==> src/rtl/fsm_xy_packer_if.sv <==
// Bundles the capture controls, the sampled x/y pair and the byte read port of fsm_xy_packer.
// The master modport is the side that drives the capture window and reads bytes out.
interface fsm_xy_packer_if;
  logic       start;
  logic       stop;
  logic       x;
  logic       y;
  logic [7:0] outData;
  logic       outValid;
  logic       outReady;
  logic       overflow;
  logic       busy;

  modport master (
    output start, stop, x, y, outReady,
    input  outData, outValid, overflow, busy
  );

  modport slave (
    input  start, stop, x, y, outReady,
    output outData, outValid, overflow, busy
  );
endinterface

==> src/rtl/fsm_xy_packer.sv <==
// Packs {x,y} pairs sampled inside a start/stop window into bytes (slot k -> bits 2k+1:2k)
// and queues them in a DEPTH-entry FIFO read through a valid/ready port.
module fsm_xy_packer #(
  parameter int DEPTH = 4
) (
  input logic               clk,
  input logic               rstN,
  fsm_xy_packer_if.slave    bus
);

  localparam int AW = (DEPTH > 1) ? $clog2(DEPTH) : 1;

  typedef enum logic [1:0] {
    IDLE    = 2'd0,
    COLLECT = 2'd1,
    FLUSH   = 2'd2
  } state_t;

  state_t        state;
  logic [1:0]    slot;
  logic [7:0]    pack;
  logic          busyR;

  logic [7:0]    mem [DEPTH];
  logic [AW-1:0] rdPtr;
  logic [AW-1:0] wrPtr;
  logic [AW:0]   count;
  logic          overflowR;

  logic [7:0]    pairShifted;
  logic [7:0]    packNext;
  logic [7:0]    pushByte;
  logic          pushEn;
  logic          pushAcc;
  logic          pop;
  logic          full;
  logic          startAcc;

  // The pair being captured this cycle is merged before the push, so slot 3 completes the byte.
  always_comb begin
    pairShifted = 8'({bus.x, bus.y}) << {slot, 1'b0};
    packNext    = pack | pairShifted;
    pushEn      = 1'b0;
    pushByte    = packNext;
    if (state == COLLECT && slot == 2'd3) begin
      pushEn = 1'b1;
    end else if (state == FLUSH) begin
      pushEn   = 1'b1;
      pushByte = pack;
    end
  end

  assign full     = (count == (AW+1)'(DEPTH));
  assign pop      = (count != '0) && bus.outReady;
  assign pushAcc  = pushEn && (!full || pop);
  assign startAcc = (state == IDLE) && bus.start;

  always_ff @(posedge clk or negedge rstN) begin
    if (!rstN) begin
      state <= IDLE;
      slot  <= 2'd0;
      pack  <= 8'h00;
      busyR <= 1'b0;
    end else begin
      case (state)
        IDLE: begin
          if (bus.start) begin
            state <= COLLECT;
            slot  <= 2'd0;
            pack  <= 8'h00;
            busyR <= 1'b1;
          end
        end
        COLLECT: begin
          slot <= slot + 2'd1;
          pack <= (slot == 2'd3) ? 8'h00 : packNext;
          // A stop that lands on the last slot has nothing left to flush.
          if (bus.stop) begin
            if (slot == 2'd3) begin
              state <= IDLE;
              busyR <= 1'b0;
            end else begin
              state <= FLUSH;
            end
          end
        end
        FLUSH: begin
          state <= IDLE;
          slot  <= 2'd0;
          pack  <= 8'h00;
          busyR <= 1'b0;
        end
        default: begin
          state <= IDLE;
          busyR <= 1'b0;
        end
      endcase
    end
  end

  // A full FIFO still accepts a push when the head is popped in the same cycle.
  always_ff @(posedge clk or negedge rstN) begin
    if (!rstN) begin
      rdPtr     <= '0;
      wrPtr     <= '0;
      count     <= '0;
      overflowR <= 1'b0;
      for (int i = 0; i < DEPTH; i++) begin
        mem[i] <= 8'h00;
      end
    end else begin
      if (startAcc) begin
        overflowR <= 1'b0;
      end else if (pushEn && !pushAcc) begin
        overflowR <= 1'b1;
      end
      if (pushAcc) begin
        mem[wrPtr] <= pushByte;
        wrPtr      <= wrPtr + AW'(1);
      end
      if (pop) begin
        rdPtr <= rdPtr + AW'(1);
      end
      case ({pushAcc, pop})
        2'b10:   count <= count + (AW+1)'(1);
        2'b01:   count <= count - (AW+1)'(1);
        default: count <= count;
      endcase
    end
  end

  assign bus.outData  = mem[rdPtr];
  assign bus.outValid = (count != '0);
  assign bus.overflow = overflowR;
  assign bus.busy     = busyR;

endmodule
==> src/flat_wrapper.sv <==
// flat-port wrapper written by rule: the top's interface ports become plain ports
module fsm_xy_packer_flat 
#(
  parameter int DEPTH = 4
)
  (clk, rstN, bus_start, bus_stop, bus_x, bus_y, bus_outReady, bus_outData, bus_outValid, bus_overflow, bus_busy);
  fsm_xy_packer_if bus_i ();
  input logic clk;
  input logic rstN;
  input wire logic [$bits(bus_i.start)-1:0] bus_start;
  input wire logic [$bits(bus_i.stop)-1:0] bus_stop;
  input wire logic [$bits(bus_i.x)-1:0] bus_x;
  input wire logic [$bits(bus_i.y)-1:0] bus_y;
  input wire logic [$bits(bus_i.outReady)-1:0] bus_outReady;
  output wire logic [$bits(bus_i.outData)-1:0] bus_outData;
  output wire logic [$bits(bus_i.outValid)-1:0] bus_outValid;
  output wire logic [$bits(bus_i.overflow)-1:0] bus_overflow;
  output wire logic [$bits(bus_i.busy)-1:0] bus_busy;
  assign bus_i.start = bus_start;
  assign bus_i.stop = bus_stop;
  assign bus_i.x = bus_x;
  assign bus_i.y = bus_y;
  assign bus_i.outReady = bus_outReady;
  assign bus_outData = bus_i.outData;
  assign bus_outValid = bus_i.outValid;
  assign bus_overflow = bus_i.overflow;
  assign bus_busy = bus_i.busy;
  fsm_xy_packer #(.DEPTH(DEPTH)) u_core (.clk(clk), .rstN(rstN), .bus(bus_i));
endmodule
==> config.mk <==
export PLATFORM = sky130hd
export DESIGN_NAME = fsm_xy_packer_flat
export DESIGN_NICKNAME = d
export VERILOG_FILES = /design/src/rtl/fsm_xy_packer_if.sv /design/src/rtl/fsm_xy_packer.sv /design/src/flat_wrapper.sv
export SDC_FILE = /design/constraint.sdc
export NUM_CORES = 1
export LEC_CHECK = 0
export BUFFER_PORTS_ARGS = -buffer_cell sky130_fd_sc_hd__buf_2
export CAP_MARGIN = 40
export CORE_UTILIZATION = 30
export DETAILED_ROUTE_END_ITERATION = 7
export REMOVE_ABC_BUFFERS = 1
export SETUP_SLACK_MARGIN = 0.4
export SYNTH_ARGS = -nofsm -noshare
export SYNTH_HDL_FRONTEND = slang
export SYNTH_SLANG_ARGS = --single-unit
==> constraint.sdc <==
create_clock -name clk -period 4.24 [get_ports clk]
set_input_delay 0.212 -clock clk [delete_from_list [all_inputs] [get_ports clk]]
set_output_delay 0.212 -clock clk [all_outputs]
set_load 0.05 [all_outputs]
Word-level counts from Yosys, hierarchy flattened --
Index checks and enable logic that the tools add are counted.
Cells by class: add/subtract/negate cells 5, order comparisons 3, equality and inequality tests 9, shifts and indexed selects 1, multiplexer cells 26, bitwise logic cells 3, reduce and logical (&&, ||, !) cells 17
Operator list (number):
- $mux W8 | 7
- $bwmux W32 | 1
- $pmux W8 S3 | 1
- $bmux W8 S2 | 1
- $demux W8 S2 | 1
- $mux W2 | 4
- $or A8 B8 Y8 | 1
- $shl A2 B3 Y8 | 1
- $mux W1 | 7
- $add A2 B1 Y2 const B | 3
- $eq A2 B2 Y1 const B | 3
- $ge A3 B3 Y1 const B | 2
- $logic_and A1 B1 Y1 | 6
- $ne A2 B2 Y1 const B | 3
- $not A2 Y3 | 2
- $pmux W2 S3 | 1
- $pmux W3 S2 | 1
- $reduce_bool A3 Y1 | 2
- $eq A2 B1 Y1 const B | 2
- $pmux W2 S2 | 1
- $reduce_and A2 Y1 | 2
- $reduce_bool A2 Y1 | 2
- $add A3 B1 Y3 const B | 1
- $eq A3 B3 Y1 const B | 1
- 7 further kinds | 8
Storage, ports and cells: register bits after elaboration 53, input port bits 7, word-level logic and storage cells 76

Longest topological paths before layout --
Gate-level depths: netlist of run 1.
depth in word-level cells 8, mapped depth 12

Worst setup path after synthesis of run 1 --
OpenSTA, ideal clock, no wires.
path kind register to register, from register u_core.count[0], to register u_core.count[2], library setup time 0.079 ns, data arrival time 2.240 ns, required time 4.161 ns, slack 1.921 ns, stages on the path, launching flop included 10, buffers on the path 0, period minus slack after synthesis 2.319 ns, path through dfrtp_1 -> nor4b_4 -> a21oi_1 -> inv_1 -> ha_1 -> inv_1 -> fa_1 -> xor2_1 -> nor2_1 -> xor2_1
On the way: longest elaborated chain between the ends 6, elaborated cells on any way between the ends 12
RTL lines:
- start, declared | line fsm_xy_packer.sv:27 | logic [AW:0] count;
- start signal, assigned | line fsm_xy_packer.sv:125 | 2'b10: count <= count + (AW+1)'(1);
- start signal, assigned | line fsm_xy_packer.sv:126 | 2'b01: count <= count - (AW+1)'(1);
- start signal, assigned | line fsm_xy_packer.sv:127 | default: count <= count;
- $eq A3 B3 Y1 or $reduce_bool A3 Y1 (tied branches) | line fsm_xy_packer.sv:53, fsm_xy_packer.sv:54
- $logic_not A1 Y1 or $logic_and A1 B1 Y1 (tied branches) | line fsm_xy_packer.sv:55, fsm_xy_packer.sv:54
- $logic_or A1 B1 Y1 | line fsm_xy_packer.sv:55 | assign pushAcc = pushEn && (!full || pop);
- $logic_and A1 B1 Y1 | line fsm_xy_packer.sv:55
- $eq A2 B1 Y1 or $eq A2 B2 Y1 (tied branches) | line fsm_xy_packer.sv:124 | case ({pushAcc, pop})
- $pmux W3 S2 or $reduce_bool A2 Y1 (tied branches)
Several ways; a longest one is shown, not always the timed one. A chain may end at the register's enable or synchronous reset.

Worst setup path after layout of run 1 --
from register u_core.state[0], to register u_core.count[2]
On the way: longest elaborated chain between the ends 6, elaborated cells on any way between the ends 10
RTL lines:
- start, declared | line fsm_xy_packer.sv:19 | state_t state;
- start signal, assigned | line fsm_xy_packer.sv:60 | state <= IDLE;
- start signal, assigned | line fsm_xy_packer.sv:68 | state <= COLLECT;
- start signal, assigned | line fsm_xy_packer.sv:80 | state <= IDLE;
- $eq A2 B2 Y1 or $eq A2 B1 Y1 (tied branches) | line fsm_xy_packer.sv:47, fsm_xy_packer.sv:45
- $mux W1 or $logic_and A1 B1 Y1 (tied branches) | line fsm_xy_packer.sv:47, fsm_xy_packer.sv:45
- $mux W1 (*) | line fsm_xy_packer.sv:45 | if (state == COLLECT && slot == 2'd3) begin
- $logic_and A1 B1 Y1 (*) | line fsm_xy_packer.sv:55
- $eq A2 B1 Y1 or $eq A2 B2 Y1 (tied branches) | line fsm_xy_packer.sv:124
- $pmux W3 S2 or $reduce_bool A2 Y1 (tied branches)
Every way passes the cells marked *; elsewhere a longest branch is shown, timed or not.

==> results of run 1 <==
-- flip-flops by register name, indices dropped and copies added, names as in the netlist --
name / cells
u_core.bus.busy: 1
u_core.bus.overflow: 1
u_core.count: 3
u_core.mem: 32
u_core.pack: 8
u_core.rdPtr: 2
u_core.slot: 2
u_core.state: 2
u_core.wrPtr: 2
-- through the flow --
stage                     worst slack [ns]  std cells  cell area [sq um]
after floorplan                       1.88        182               2550
after global placement                1.66        305               2770
after detailed placement              1.57        305               2770
after CTS                             1.55        313               2860
after global routing                  1.39        313               2860
final                                 1.60        313               2860
-- synth_stat cells (2+ instances only) --
| library cell | instances |
|---|---|
| dfrtp_1 | 53 |
| mux2_2 | 25 |
| inv_1 | 20 |
| mux2i_1 | 9 |
| mux4_2 | 8 |
| nand2_1 | 7 |
| ha_1 | 6 |
| buf_2 | 5 |
| nor2_1 | 5 |
| a211oi_4 | 4 |
| a21oi_1 | 4 |
| a31o_2 | 4 |
| a32o_1 | 4 |
| nor2b_1 | 3 |
| xnor2_1 | 3 |
| xor2_1 | 3 |
| a22o_1 | 2 |
| a41o_1 | 2 |
| a41oi_1 | 2 |
| and2_1 | 2 |
| clkbuf_1 | 2 |
| o2bb2ai_1 | 2 |
-- final timing paths --
kind	start	to	slack, ns	cells after the start
worst min-delay path	rstN	u_core.mem[3]	0.02	2
worst min register to register	u_core.pack[6]	u_core.pack[6]	0.50	1
worst max register to register	u_core.state[0]	u_core.count[2]	1.60	9
max in group asynchronous	rstN	u_core.slot[1]	3.78	2
worst max-delay path	u_core.state[0]	u_core.count[2]	1.60	9
min in group clk	bus_stop	u_core.state[0]	0.11	2
-- cells by family (layout without fill, tap and decap cells) --
family	after synthesis	after routing	share of synthesized area, %
DFF	53	53	51.3
and+or+nand+nor	23	23	5.66
AOI/OAI and AO/OA	31	31	11.7
buffers and inverters	28	46	4.31
adders and majority gates	7	7	3.68
muxes	42	42	21.3
xor gates and xnor gates	6	6	2.03
-- per-layer routing --
metal,GRT usage [%],vias up,wire (um)
li1,-,708,-
met4,3.79,0,57
met1,15.4,794,2290
met5,0,-,0
met2,19.7,17,2290
met3,2.82,7,144
-- cell type report --
class / count / area, sq um
clock buffers: 7 / 76.3
repair buffers: 18 / 92.6
multi-input cells: 109 / 1150
clock inverters: 1 / 7.51
well taps: 105 / 131
fillers: 837 / 5400
flip-flops and latches: 53 / 1330
inverters: 20 / 75.1
-- power by group through the flow --
stage | Sequential (mW) | Clock (mW) | Combinational (mW)
after floorplan | 0.896 | 0 | 0.813
after global placement | 0.923 | 0 | 1.01
after detailed placement | 0.934 | 0 | 1.03
after CTS | 0.923 | 0.290 | 1.03
after global routing | 0.959 | 0.313 | 1.10
final | 0.919 | 0.280 | 1.01
-- cell usage in the layout, fill, tap and decap left out, drive strengths merged --
| cell type | Yosys | layout |
|---|---|---|
| a211oi | 5 | 5 |
| a21boi | 1 | 1 |
| a21oi | 4 | 4 |
| a22o | 2 | 2 |
| a2bb2oi | 1 | 1 |
| a31o | 4 | 4 |
| a32o | 4 | 4 |
| a41o | 2 | 2 |
| a41oi | 2 | 2 |
| and2 | 2 | 2 |
| buf | 6 | 18 |
| clkbuf | 2 | 7 |
| clkinvlp | 0 | 1 |
| dfrtp | 53 | 53 |
| fa | 1 | 1 |
| ha | 6 | 6 |
| inv | 20 | 20 |
| mux2 | 25 | 25 |
| mux2i | 9 | 9 |
| mux4 | 8 | 8 |
| nand2 | 7 | 7 |
| nand2b | 1 | 1 |
| nand3b | 1 | 1 |
| nor2 | 5 | 5 |
| nor2b | 3 | 3 |
| nor3 | 1 | 1 |
| nor3b | 1 | 1 |
| nor4b | 1 | 1 |
| o21a | 1 | 1 |
| o21ai | 1 | 1 |
| o21bai | 1 | 1 |
| o2bb2ai | 2 | 2 |
| o31a | 1 | 1 |
| or3 | 1 | 1 |
| xnor2 | 3 | 3 |
| xor2 | 3 | 3 |
==> results.cfg, run 1 <==
[placed_design]
dpl.hpwl_mm = 3.24
io_buffers = 17
gp_congestion = 0.702

[clocking]
htreeDepth = 2
cts_buffers = 5
post_cts_buffers = 0
cts.sinks = 53
tritoncts = built
path_clk_slew_ns = 0.10
cts_hold_buf = 0
ctsResizeCount = 0
clk_path_buf_depth = 2
cts-root-buf = clkbuf_8
insertion_delay_ns = 0.31

[setup_path]
path_buf_inv = 2
critPathCaptureType = flip-flop
path_max_fanout = 14
cp.required_ns = 4.48
arrival_ns = 2.89
critPathSlowestCell = nand2b_1
path_delay_family = simple AND/OR/NAND/NOR gates
worstSetupStartpointType = flip-flop
crit_path_max_incr_delay_ns = 0.67
worstSetupPathType = flip-flop to flip-flop
timing.critical_path.cells = nand2b_1 > a21oi_1 > inv_1 > ha_1 > inv_1 > fa_1 > xor2_1 > nor2_1 > xor2_1

[power]
pwr-share-clk_pct = 12.7
power_mw = 2.21
power_frac_seq_pct = 41.6
p_leak_nw = 1.28
ir_drop_mv = 0.333
switching_power_mw = 0.942
swShare_pct = 42.6
p_int_mw = 1.27
combinationalPowerShare_pct = 45.7
power.density_nw_per_um2 = 774

[synth]
synthArstFlopShare_pct = 100
ys_ff_latch = 53
synthCells = 190
synth_cell_type_count = 37
yosysWarnings = 0
netlist_area_sq_um = 2580
yosysTopAreaCell = dfrtp_1
synth_area_leaders = dfrtp_1, mux2_2, mux4_2, mux2i_1, a211oi_4
syn_area_per_cell_sq_um = 13.6
yosysSeqAreaShare_pct = 51.3
synth_enable_flop_cells = 0
synth_flop_cell = dfrtp_1
netlist.area_leader.share_pct = 51.3

[routing]
wl_per_cell_um = 15.3
finalWirelength_mm = 4.78
drt-initial-drc-count = 82
postRouteAntennaNets = 0
dr.pass1.iters = 4
drt_drc_violations_left = 0
viasPerCell = 4.88
num_vias = 1526

[die]
initial_utilization_pct = 31.3
chipHeight_um = 94.8
io_pins = 18
die_w_um = 94.8
core_area_sq_um = 8260
rows = 33
dieArea_sq_um = 8990

[sta]
rsz0062_at_grt = no
finalSetupViolations = 0
hold_violations = 0
max_freq_mhz = 378
slew_viol_final = 0
fin_skew_ns = 0.00857
finalWorstPathRequiredPeriod_ns = 2.64
tightest_slew_ns = 0.775
relSlewSlack_pct = 48.4
period_share_pct = 62.4
timing.hold.ws_ns = 0.0158
setup_tns_ns = 0

[final_layout]
finish.utilization_pct = 34.6
drive_above_1_share_pct = 33.2
area_growth_pct = 10.5
insertedDiodeCount = 0
fin_nets = 221

[grt]
grt_usage_pct = 11.9
grt_max_degree = 54
grt_pass1_wl_mm = 7.95
grt_overflow = 0
grt_pass1_vias = 1615
antenna_found_initial = 0

[outcome]
status = complete, no violations

[min_path]
hp-class = input port to async pin

[job]
drv_cap = 0
Power figures use the tool's default switching activity.
==> run 2: changes to the inputs <==
==> constraint.sdc (replaced) <==
create_clock -name clk -period 2.4 [get_ports clk]
set_input_delay 0.12 -clock clk [delete_from_list [all_inputs] [get_ports clk]]
set_output_delay 0.12 -clock clk [all_outputs]
set_load 0.05 [all_outputs]
==> run 2 against run 1 <==
Clock power grew 90%. Largest cell class unchanged. Die area is the same. Critical path type unchanged. Sequential share of layout area shrank 3.1 points. Routed wire length grew 4.8%. Power grew 87%. Global-route usage grew 0.16 points.
==> results.cfg, run 2 (synthesized netlist as in run 1, its figures left out) <==
[die]
die_w_um = 94.8
chipHeight_um = 94.8
rows = 33
core_area_sq_um = 8260
dieArea_sq_um = 8990
io_pins = 18
initial_utilization_pct = 31.3

[final_layout]
most-common-layout-cells = dfrtp_1, mux2_2, inv_1, buf_4, buf_2
multiInputGateArea_sq_um = 1170
regMostFlops = u_core.mem
n_fill_cell = 818
fin_nets = 241
finish.utilization_pct = 37.2
regArea_sq_um = 1330
top_regs = u_core.mem: 32 flops, u_core.pack: 8 flops, u_core.count: 3 flops
area_growth_pct = 18.8
mostFrequentLayoutCell = dfrtp_1
drive_above_1_share_pct = 43.4
largest_reg_flops = 32
insertedDiodeCount = 0

[sta]
timing.hold.ws_ns = 0.0250
setup_tns_ns = 0
max_freq_mhz = 522
finalWorstPathRequiredPeriod_ns = 1.92
period_share_pct = 79.9
relSlewSlack_pct = 67.2
finalSetupViolations = 0
rsz0062_at_grt = yes
hold_violations = 0
slew_viol_final = 0
tightest_slew_ns = 0.490
fin_skew_ns = 0.00609

[setup_path]
path_buf_inv = 2
path_delay_family = adder cells
crit_path_max_incr_delay_ns = 0.42
worstSetupPathType = flip-flop to flip-flop
path_max_fanout = 2
critPathSlowestCell = dfrtp_1
r2r_slack_ns = 0.48
worstSetupStartpointType = flip-flop
timing.critical_path.cells = nor4b_4 > a21oi_2 > inv_2 > ha_4 > inv_2 > fa_2 > xor2_1 > nor2_1 > xor2_1
crit_start = u_core.count[1]
r2r_start = u_core.count[1]
cp.required_ns = 2.63
critPathCaptureType = flip-flop
arrival_ns = 2.15

[grt]
antenna_found_initial = 0
grt_overflow = 0
grt_pass1_wl_mm = 8.16
grt_pass1_vias = 1582
grt_max_degree = 54
grt_usage_pct = 12.1

[clocking]
insertion_delay_ns = 0.30
cts-root-buf = clkbuf_8
clk_path_buf_depth = 2
cts.sinks = 53
cts_buffers = 5
tritoncts = built
htreeDepth = 2
path_clk_slew_ns = 0.09

[placed_design]
gp_congestion = 0.671
io_buffers = 17
dpl.hpwl_mm = 3.45

[power]
p_leak_nw = 1.39
power.density_nw_per_um2 = 1350
power_mw = 4.14
ir_drop_mv = 0.640

[routing]
drt-initial-drc-count = 62
viasPerCell = 4.77
dr.pass1.iters = 4
postRouteAntennaNets = 0
wl_per_cell_um = 15.1
num_vias = 1588
drt_drc_violations_left = 0
finalWirelength_mm = 5.01

[min_path]
hp-class = input port to flip-flop
min_from = bus_stop

[outcome]
status = complete, no violations

[job]
drv_cap = 0
==> run 2: cell types whose count changed in the layout (fill, tap and decap cells not counted), moves of 2 or more <==
cell and delta:
buf_4 +17, dfrtp_1 -3, dfrtp_2 +3, buf_12 +2, clkbuf_1 -2, ha_1 -2
inv_1 -2, inv_2 +2
==> run 2: final timing paths <==
check                                  end  depth (start not counted)
setup / recovery           u_core.count[2]                          9
hold / removal             u_core.state[0]                          2
setup reg to reg           u_core.count[2]                          9
hold reg to reg             u_core.pack[6]                          1
max in group asynchronous  u_core.bus.busy                          3
min in group asynchronous   u_core.mem[11]                          3
==> run 2: worst register-to-register path: stages (launching register included) <==
cell and delay (ns):
dfrtp_1 0.42, nor4b_4 0.32, a21oi_2 0.08, inv_2 0.07, ha_4 0.14, inv_2 0.04, fa_2 0.37, xor2_1 0.14
nor2_1 0.13, xor2_1 0.15
==> run 2: what timing repair did <==
item | in CTS | in global routing
endpoints found under the setup margin | 10 | 10
pin swaps | 0 | 4
gates cloned | 0 | 0
resized for setup | 3 | 7
setup buffers | 2 | 5
hold buffers | 1 | 0
hold endpoints to repair | 53 | 0
==> run 2: where the power goes <==
part	switching, mW	internal, mW
logic	1.11	0.922
registers	0.306	1.27
clock network	0.297	0.235
==> run 2: layer usage <==
layer  share of wire (%)  wire (um)  vias to the layer above  track usage [%]
met2                  49       2460                       23             20.3
met3                 3.3        166                        6             2.33
met5                   0          0                        -                0
met1                  46       2320                      808             15.8
met4                 1.2         59                        0             3.41
li1                    -          -                      751                -
==> run 2: cell type report <==
type,instances,area share [%]
clock buffer,6,2.69
clock inverter,2,0.448
inverter,20,2.44
multi-input combinational,109,38.0
sequential,53,43.3
tap,105,4.28
timing repair buffer,38,8.80
==> run 2: per-stage QoR <==
step | setup WS [ns] | cells | cell area, sq um
floorplan | 0.0395 | 182 | 2550
global placement | 0.304 | 317 | 2880
detailed placement | 0.253 | 317 | 2880
CTS | 0.363 | 328 | 3000
global route | 0.388 | 333 | 3070
finish | 0.483 | 333 | 3070
